**config.mk**
```make
export PLATFORM = sky130hd
export DESIGN_NAME = adder_tree_gather
export DESIGN_NICKNAME = d
export VERILOG_FILES = /design/src/rtl/adder_tree_pkg.sv /design/src/rtl/adder_tree_gather.sv
export SDC_FILE = /design/constraint.sdc
export NUM_CORES = 1
export LEC_CHECK = 0
export ABC_AREA = 1
export CAP_MARGIN = 20
export CORE_ASPECT_RATIO = 0.8
export CORE_MARGIN = 3
export CORE_UTILIZATION = 52
export CTS_CLUSTER_SIZE = 12
export DETAILED_ROUTE_END_ITERATION = 8
export GPL_TIMING_DRIVEN = 0
export PLACE_DENSITY = 0.78
export SYNTH_ARGS = -nofsm -noshare
export SYNTH_HDL_FRONTEND = slang
export SYNTH_SLANG_ARGS = --single-unit
```
**constraint.sdc**
```tcl
create_clock -name clk -period 1.87 [get_ports clk]
set_input_delay 0.374 -clock clk [delete_from_list [all_inputs] [get_ports clk]]
set_output_delay 0.374 -clock clk [all_outputs]
set_load 0.005 [all_outputs]
```
**src/rtl/adder_tree_pkg.sv**
```systemverilog
// Shared types and helpers for the adder_tree family (gather FSM states, counter width, lane slicing).
package adder_tree_pkg;

  localparam int unsigned CNT_DEF   = 8;
  localparam int unsigned WIDTH_DEF = 32;

  typedef enum logic {
    FILL = 1'b0,
    HOLD = 1'b1
  } gather_state_e;

  function automatic int unsigned cnt_w(input int unsigned cnt);
    return (cnt > 1) ? $clog2(cnt) : 1;
  endfunction

  function automatic int unsigned lane_lo(input int unsigned i, input int unsigned width);
    return i * width;
  endfunction

endpackage

```
**src/rtl/adder_tree_gather.sv**
```systemverilog
// Collects CNT stream words into one parallel frame for adder_tree, with fill + output buffering.
// Optional early frame close on s_last when ADDER_TREE_GATHER_FLUSH_EN is defined.
module adder_tree_gather
  import adder_tree_pkg::*;
#(
  parameter int unsigned CNT   = CNT_DEF,
  parameter int unsigned WIDTH = WIDTH_DEF
) (
  input  logic                 clk,
  input  logic                 rst_n,
  input  logic                 s_valid,
  output logic                 s_ready,
  input  logic [WIDTH-1:0]     s_data,
  input  logic                 s_last,
  output logic                 m_valid,
  input  logic                 m_ready,
  output logic [CNT*WIDTH-1:0] m_data
);

  localparam int unsigned CNT_W = cnt_w(CNT);
  localparam int unsigned BUS_W = CNT * WIDTH;
  localparam logic [CNT_W-1:0] LAST_IDX = CNT_W'(CNT - 1);

  gather_state_e    state_q, state_d;
  logic [CNT_W-1:0] fill_cnt_q, fill_cnt_d;
  logic [BUS_W-1:0] fill_buf_q, fill_buf_d;
  logic [BUS_W-1:0] m_data_q, m_data_d;
  logic             m_valid_q, m_valid_d;
  logic             s_ready_q, s_ready_d;

  logic             in_fire_c;
  logic             out_fire_c;
  logic             flush_c;
  logic             close_c;
  logic [BUS_W-1:0] frame_c;

`ifdef ADDER_TREE_GATHER_FLUSH_EN
  assign flush_c = s_last;
`else
  logic unused_s_last;
  assign unused_s_last = s_last;
  assign flush_c       = 1'b0;
`endif

  assign in_fire_c  = s_valid & s_ready_q;
  assign out_fire_c = m_valid_q & m_ready;
  assign close_c    = (fill_cnt_q == LAST_IDX) | flush_c;

  // Fill buffer with the incoming word merged in; lanes past an early close read as zero.
  always_comb begin
    frame_c = fill_buf_q;
    for (int unsigned i = 0; i < CNT; i++) begin
      if (i == 32'(fill_cnt_q)) begin
        frame_c[lane_lo(i, WIDTH) +: WIDTH] = s_data;
      end else if (flush_c && (i > 32'(fill_cnt_q))) begin
        frame_c[lane_lo(i, WIDTH) +: WIDTH] = '0;
      end
    end
  end

  // Next-state and buffer steering.
  always_comb begin
    state_d    = state_q;
    fill_cnt_d = fill_cnt_q;
    fill_buf_d = fill_buf_q;
    m_data_d   = m_data_q;
    m_valid_d  = m_valid_q & ~out_fire_c;

    case (state_q)
      FILL: begin
        if (in_fire_c) begin
          fill_buf_d = frame_c;
          if (close_c) begin
            if (!m_valid_q || out_fire_c) begin
              m_data_d   = frame_c;
              m_valid_d  = 1'b1;
              fill_cnt_d = '0;
            end else begin
              state_d = HOLD;
            end
          end else begin
            fill_cnt_d = fill_cnt_q + CNT_W'(1);
          end
        end
      end
      HOLD: begin
        if (out_fire_c) begin
          m_data_d   = fill_buf_q;
          m_valid_d  = 1'b1;
          fill_cnt_d = '0;
          state_d    = FILL;
        end
      end
      default: state_d = FILL;
    endcase

    s_ready_d = (state_d == FILL);
  end

  always_ff @(posedge clk or negedge rst_n) begin
    if (!rst_n) begin
      state_q    <= FILL;
      fill_cnt_q <= '0;
      fill_buf_q <= '0;
      m_data_q   <= '0;
      m_valid_q  <= 1'b0;
      s_ready_q  <= 1'b1;
    end else begin
      state_q    <= state_d;
      fill_cnt_q <= fill_cnt_d;
      fill_buf_q <= fill_buf_d;
      m_data_q   <= m_data_d;
      m_valid_q  <= m_valid_d;
      s_ready_q  <= s_ready_d;
    end
  end

  assign s_ready = s_ready_q;
  assign m_valid = m_valid_q;
  assign m_data  = m_data_q;

endmodule
```
==> results.txt, run 1 <==
The net count reported at finish came out at 4229. In this run the worst path has a maximum fanout of 6. Across the run, the number of max-cap violations was 0. Synthesis inferred 518 register bits. Summing the areas of all fa, ha and maj instances in the mapped netlist gives 0.330% of the synthesized area. STA classifies the critical path startpoint as a flip-flop.

Yosys mapped the design onto 19 distinct sky130hd cell types. From left edge to right edge, the die measures 259 um. The logs give 0.500 GHz for the highest achievable clock rate and 48.8% for the portion of the post-synthesis area used by sequential elements.

Setup repair after global routing could not meet its margin everywhere. The first detailed-routing pass took 7 iterations. Cells with a size suffix above 1 make up 22.0% of the layout. For this design the total switching power over the nets is 26.7 mW. The class of the tightest hold or removal check was in -> async.

The clock network is responsible for 16.7% of the overall power. The layout overhead on the synthesized area is 41.3%, and the sequential power share is 30.8%. The H-tree generated during clock tree synthesis spans 2 levels. Once placement completed, the tool counted placed cells totaling 4656. Subtracting the final worst setup slack from the clock period gives 2000 ps. Clock latency on the worst-skew pair, taken at its later pin, is 630 ps. The floorplan step defined a die boundary enclosing 0.0538 mm^2.

After Yosys synthesis, and, or, nand and nor cells account for 30.9% of the synthesized area. The static leakage was 22.0 nW. The final layout contains routed wiring with a total length of 102000 um. Clock skew after layout: 20.8 ps.

The cell sitting at the root of the clock tree is a clkbuf_16. Number of cells traversed by the worst register-to-register path: 13. The routed length per instance was 20.9 um. The run gives 3 as the maximum root-to-sink buffer count. The flow ran to the end, but the final reports show violations. Worst hold margin: -247 ps. The run gives 2510 ps as the data arrival at the endpoint of the critical path. The total routing usage reported by global routing was 34.2%. The area taken by multi-input logic gates came out at 0.0132 mm^2. Cells fill 74.9% of the core in the end. At the end of routability-driven placement, the weighted congestion stood at 0.936.

During placement, the flow inserted port buffers numbering 293. The placeable core region was 0.0501 mm^2; the count of fill cells added during filler insertion was 3475. The switching share of power was 42.9%. Summing every instance area after synthesis gives 0.0265 mm^2.

During synthesis, Yosys emitted a total of 0 warnings. The tools report the count of unresolved DRC violations after routing as 0. Synthesis produced a netlist with a net count of 3728. The library cells used most frequently in the layout, excluding fill and tap cells, are nand2_1 (1212), dfrtp_1 (510), nand3_1 (466).

Entering global routing, the biggest net connects 119 pins. The first global-routing pass estimated 144000 um of wire. The commonest non-fill, non-tap cell in the layout was nand2_1. For the overflow left after global routing, the log shows 0. Detailed placement finished with a half-perimeter wire length of 60800 um. Across all layers, the routed design uses 28584 vias. The pin slew with the least headroom to its limit is 921 ps, and the worst endpoint required time is 2380 ps.

The run gives 73 as the number of rows created at floorplan. The checks that failed: hold timing, setup timing. TritonCTS built the clock tree.

The tools report the number of antenna violations at the first check in global routing as 4. The internal cell power was 35.6 mW. The worst slew slack as a fraction of its limit came out at 38.5%. The worst setup path is captured at a flip-flop. The via count of the first global-routing pass is 25197. The logs give 53 for the number of CTS-inserted buffers and 53.0% for the effective utilization at floorplan.

For the clock sink count, the log shows 518. The run gives 0 as the remaining number of nets flagged by the antenna check after routing. The maximum ir drop on the vdd rail was 0.894 mV; the die extent in y was 208 um. For the instance count of the mapped netlist, the log shows 3684. The number of ports placed on the die boundary was 295.

The detailed router finished its first iteration with 3493 violations. Combinational logic is responsible for 52.5% of the overall power. The total power per unit cell area was 1660 mW/mm^2; the area fraction in compound gates after synthesis was 10.9%. The post-synthesis area per instance works out to 7.20 um^2. The mux cell area share after synthesis works out to 0%. Setup violations remaining at the end of the flow were counted as 212.

Using the TritonRoute via totals, the vias-per-cell ratio works out to 5.84. Excluding fillers, the count of instances in the completed layout stands at 4895. The clock slew seen by the registers of the worst setup and hold paths works out to 60 ps.

By area, the combinational part of the netlist is dominated by simple AND/OR/NAND/NOR gates. For the final count of pins violating max slew, the log shows 0. Final critical-path setup slack: -129 ps. Summing all flip-flop and latch instances after layout gives 0.0130 mm^2. Before CTS, the worst setup slack after placement is -706 ps. The synthesized netlist devotes 0% of its cell area to XOR and XNOR gates. The final-report hold violation count was 77.

The final worst-path cycle share came out at 107%. The critical path is of the reg -> reg type.
state kept, by name, summed over array words and instances, names as in the netlist:
signal / flops
state_q: 1
m_valid: 1
s_ready: 1
fill_buf_q: 256
m_data: 256
fill_cnt_q: 3
through the flow:
stage               area [um^2]  TNS, ps  total power [mW]
finish                    37500   -12350              62.2
global route              37500   -19610              65.9
CTS                       33900   -22250              56.5
detailed placement        30400  -254620              43.3
global placement          30300        -              42.7
floorplan                 26500        0              32.8
critical path, cell delays in order (launching register included):
cell and delay (ps):
dfrtp_1 440, ha_4 200, ha_4 180, inv_4 60, nand2_4 60, nand2_4 110, buf_12 120, nor2_8 40
buf_12 130, buf_16 150, buf_12 130, buf_16 130, nand2_2 70, nand2_1 60
path summary, 6_finish.rpt:
| kind | start | end | slack, ps |
|---|---|---|---|
| min | rst_n | m_data[204] | -250 |
| max | fill_cnt_q[0] | m_data[144] | -130 |
| max in group asynchronous | rst_n | m_data[17] | 450 |
| min reg2reg | m_data[209] | m_data[209] | 480 |
| min in group clk | m_data[209] | m_data[209] | 480 |
| max reg2reg | fill_cnt_q[0] | m_data[144] | -130 |
cells by family after synthesis:
| kind of cell | count (synthesis) |
|---|---|
| adder cells (fa/ha/maj) | 7 |
| buffers and inverters | 562 |
| AO/OA/AOI/OAI | 579 |
| AND/OR/NAND/NOR | 2018 |
| flip-flops | 518 |
metal layers:
layer	up-vias	part of all wire (%)	track usage (%)
li1	12796	-	-
met1	13547	38	47.9
met2	1835	43	48.2
met3	404	13	10.2
met4	2	6.2	17.5
met5	-	0.071	0
power groups by stage:
stage	combinational, mW	clock, mW	sequential, mW
floorplan	14.4	0	18.5
global placement	23.7	0	19.0
detailed placement	24.4	0	18.9
CTS	27.2	10.3	19.0
global route	35.6	10.8	19.6
finish	32.7	10.4	19.2
what timing repair did:
action / in CTS / in global routing
gates resized for setup: 456 / 1036
setup endpoints to repair: 628 / 714
setup buffers: 21 / 91
gates cloned: 31 / 19
pin swaps: 6 / 207
endpoints found under the hold margin: 77 / 77
Yosys cell counts:
cell / number / area share, %
a21oi_1: 1 / 0.019
buf_1: 23 / 0.33
buf_2: 51 / 0.96
buf_4: 9 / 0.25
buf_6: 24 / 1.0
clkbuf_1: 153 / 2.2
dfrtp_1: 517 / 49
dfstp_2: 1 / 0.099
ha_1: 7 / 0.33
inv_1: 299 / 4.2
inv_2: 2 / 0.028
inv_4: 1 / 0.024
nand2_1: 1529 / 22
nand2_2: 2 / 0.047
nand3_1: 482 / 9.1
nor2_1: 4 / 0.057
nor2_8: 1 / 0.075
o21ai_0: 570 / 11
o21ai_1: 8 / 0.15
area by class of cell:
class                           count  area share (%)
Antenna cell                        4          0.0267
Buffer                            251            5.63
Clock buffer                       75            4.06
Clock inverter                     11           0.224
Inverter                          302            3.12
Multi-Input combinational cell   2604            35.2
Sequential cell                   518            34.6
Tap cell                          675            2.25
Timing Repair Buffer              455            14.9
(Power assumes the default switching activity.)
==> inputs of run 2 (changes only) <==
- SKIP_CTS_REPAIR_TIMING: unset -> 1
==> run 2 against run 1 <==
The flow still finishes with violations (hold timing, setup timing). Via count down 3.9%. Combinational power fell by 12%. Total power fell by 6.7%. First-iteration DRC count rose by 11%. Sequential power about the same. Wire length shrank 6.3%. Sequential share of layout area is 2.1 points higher. Clock-buffer cell count unchanged. Maximum frequency fell by 1.8%. Die area is the same. Critical endpoint is now m_data[171]. Largest cell class is now flip-flops and latches.
==> results.txt, run 2 (synthesis gave the netlist of run 1 again) <==
Of the available clock period, the critical path in the final layout requires 109%. The count of unresolved DRC violations after routing came out at 0. The floorplan step set the die height to 208 um. The root buffer cell was clkbuf_16.

The total vias in the final route came out at 27475. The worst slew slack as a fraction of its limit is 36.8%. Setup repair after global routing could not meet its margin everywhere.

The layout overhead on the synthesized area is 33.1%, and the clock sink count is 518. The worst setup path is captured at a flip-flop. In this run the count of I/O pins placed on the die edge is 295.

The first global-routing pass estimated 137000 um of wire. After the last flow step, the layout net total stands at 4136. For the highest achievable clock rate, the log shows 0.491 GHz.

The number of antenna violations at the first check in global routing came out at 7. The overflow left after global routing is 0. Per report_power, the sequential group accounts for 32.7% of the total. The worst hold path belongs to the class in -> async. After detailed routing, the total wire length is 95800 um. Clock-pin slew was measured on the worst setup and hold paths at 60 ps.

For this design the ratio of total power to cell area is 1640 mW/mm^2. The tool flagged a number of max-cap violations equal to 0. The checks that failed: hold timing, setup timing. The final count of pins violating max slew is 0. For the final-report hold violation count, the log shows 77. For the maximum ir drop on the vdd rail, the log shows 0.870 mV. The run gives 53.0% as the effective utilization at floorplan. Entering global routing, the biggest net connects 119 pins.

Via count of the first global-routing pass: 24318. Summed over all nets, the switching power comes to 24.8 mW. The remaining number of nets flagged by the antenna check after routing was 0; the total setup violations reported at the end of the flow was 235.

The commonest non-fill, non-tap cell in the layout was nand2_1. For the final database, setup skew stands at 18.4 ps. Per report_power, the combinational group accounts for 49.6% of the total. The top cell types in the final layout, fill and taps aside, are nand2_1 (1258), dfrtp_1 (513), nand3_1 (480). The run finished, with violations left.

STA puts the critical path data arrival time at 2590 ps. The post-layout instance area was 0.0353 mm^2; the placement-stage cell area was 0.0304 mm^2. For the final critical-path setup slack, the log shows -165 ps. Measured along the x axis, the die boundary spans 259 um. Total routing usage reported by global routing: 32.6%. Counting along the longest clock path gives a buffer depth of 3. At the end of routability-driven placement, the weighted congestion stood at 0.936. The later pin in the worst-skew pair is clocked with a latency of 620 ps. The worst hold margin is -238 ps. The sum of internal, switching and leakage power came out at 58.1 mW. TritonCTS built the clock tree. Of the total power, the clock network draws 17.8%. Net switching is 42.7% of the power. The placed wire-length estimate after detailed placement was 60800 um.

In this run, CTS created clock tree buffers numbering 53. The initialized floorplan defines 73 standard-cell rows. Internal power comes to 33.3 mW. In this run the worst path has a maximum fanout of 6.

After the first detailed-routing iteration, the DRC count stood at 3894. Cells with a size suffix above 1 make up 16.3% of the layout. The via density per instance came out at 5.72.

The number of buffers added on ports is 293, and the shortest period the worst path allows is 2040 ps. The H-tree depth reported by CTS is 2, and the pin slew with the least headroom to its limit is 946 ps. The worst setup path is launched from a flip-flop. The critical path in this run is classified as reg -> reg. Static leakage: 20.9 nW.

Dividing the detail-routed wire length by the instance count gives 19.9 um. The total die area came out at 0.0538 mm^2. The placeable core region was 0.0501 mm^2. Data on the critical path is required at its endpoint by 2420 ps.

The tools report the total iterations of the first detailed-routing run as 9.
[run 2: path summary, 6_finish.rpt]
| check | from | to | cells after the start | slack [ps] |
|---|---|---|---|---|
| hold reg to reg | m_data[233] | m_data[233] | 2 | 490 |
| setup reg to reg | fill_cnt_q[0] | m_data[171] | 12 | -170 |
| min in group clk | m_data[233] | m_data[233] | 2 | 490 |
| hold / removal | rst_n | m_data[204] | 1 | -240 |
| setup / recovery | fill_cnt_q[0] | m_data[171] | 12 | -170 |
| max in group asynchronous | rst_n | m_data[20] | 3 | 490 |
[run 2: critical path, cell delays in order, from the launching register on]
cell and delay (ps):
dfrtp_2 430, ha_4 180, ha_4 130, buf_8 110, clkinv_4 60, nand2_4 80, nand2_8 80, nor2_8 210
buf_12 170, clkbuf_16 200, clkbuf_16 170, nand2_1 70, nand2_1 70
[run 2: cell type report]
cell class                      count  area (um^2)
Timing Repair Buffer              360         4460
Tap cell                          675          845
Antenna cell                        8         20.0
Clock buffer                       75         1520
Clock inverter                     11         83.8
Fill cell                        3861        14700
Multi-Input combinational cell   2604        12500
Buffer                            253         1740
Inverter                          302         1150
Sequential cell                   518        13000
[run 2: power groups by stage]
| stage | combinational [mW] | clock [mW] | sequential [mW] |
|---|---|---|---|
| 3_3_place_gp | 23.7 | 0 | 19.0 |
| 5_1_grt | 31.7 | 10.8 | 19.5 |
| 3_5_place_dp | 24.4 | 0 | 18.9 |
| 4_1_cts | 24.6 | 10.3 | 18.8 |
| 6_report | 28.8 | 10.3 | 19.0 |
| 2_1_floorplan | 14.4 | 0 | 18.5 |
[run 2: metal layers]
| metal | global-route usage (%) | part of all wire [%] | up-vias |
|---|---|---|---|
| li1 | - | - | 12581 |
| met2 | 45.5 | 42 | 1615 |
| met4 | 15.3 | 5.6 | 0 |
| met5 | 0 | 0 | - |
| met1 | 45.7 | 40 | 12962 |
| met3 | 10.9 | 12 | 317 |
[run 2: metrics by stage]
step	setup TNS, ps	setup slack (ps)	cells	utilization (%)
2_1_floorplan	0	24.7	3684	-
3_3_place_gp	-	-22780	4652	60.6
3_5_place_dp	-254620	-706	4656	60.8
4_1_cts	-197360	-701	4742	64.0
5_1_grt	-25640	-198	4803	70.6
6_report	-15530	-165	4806	70.6
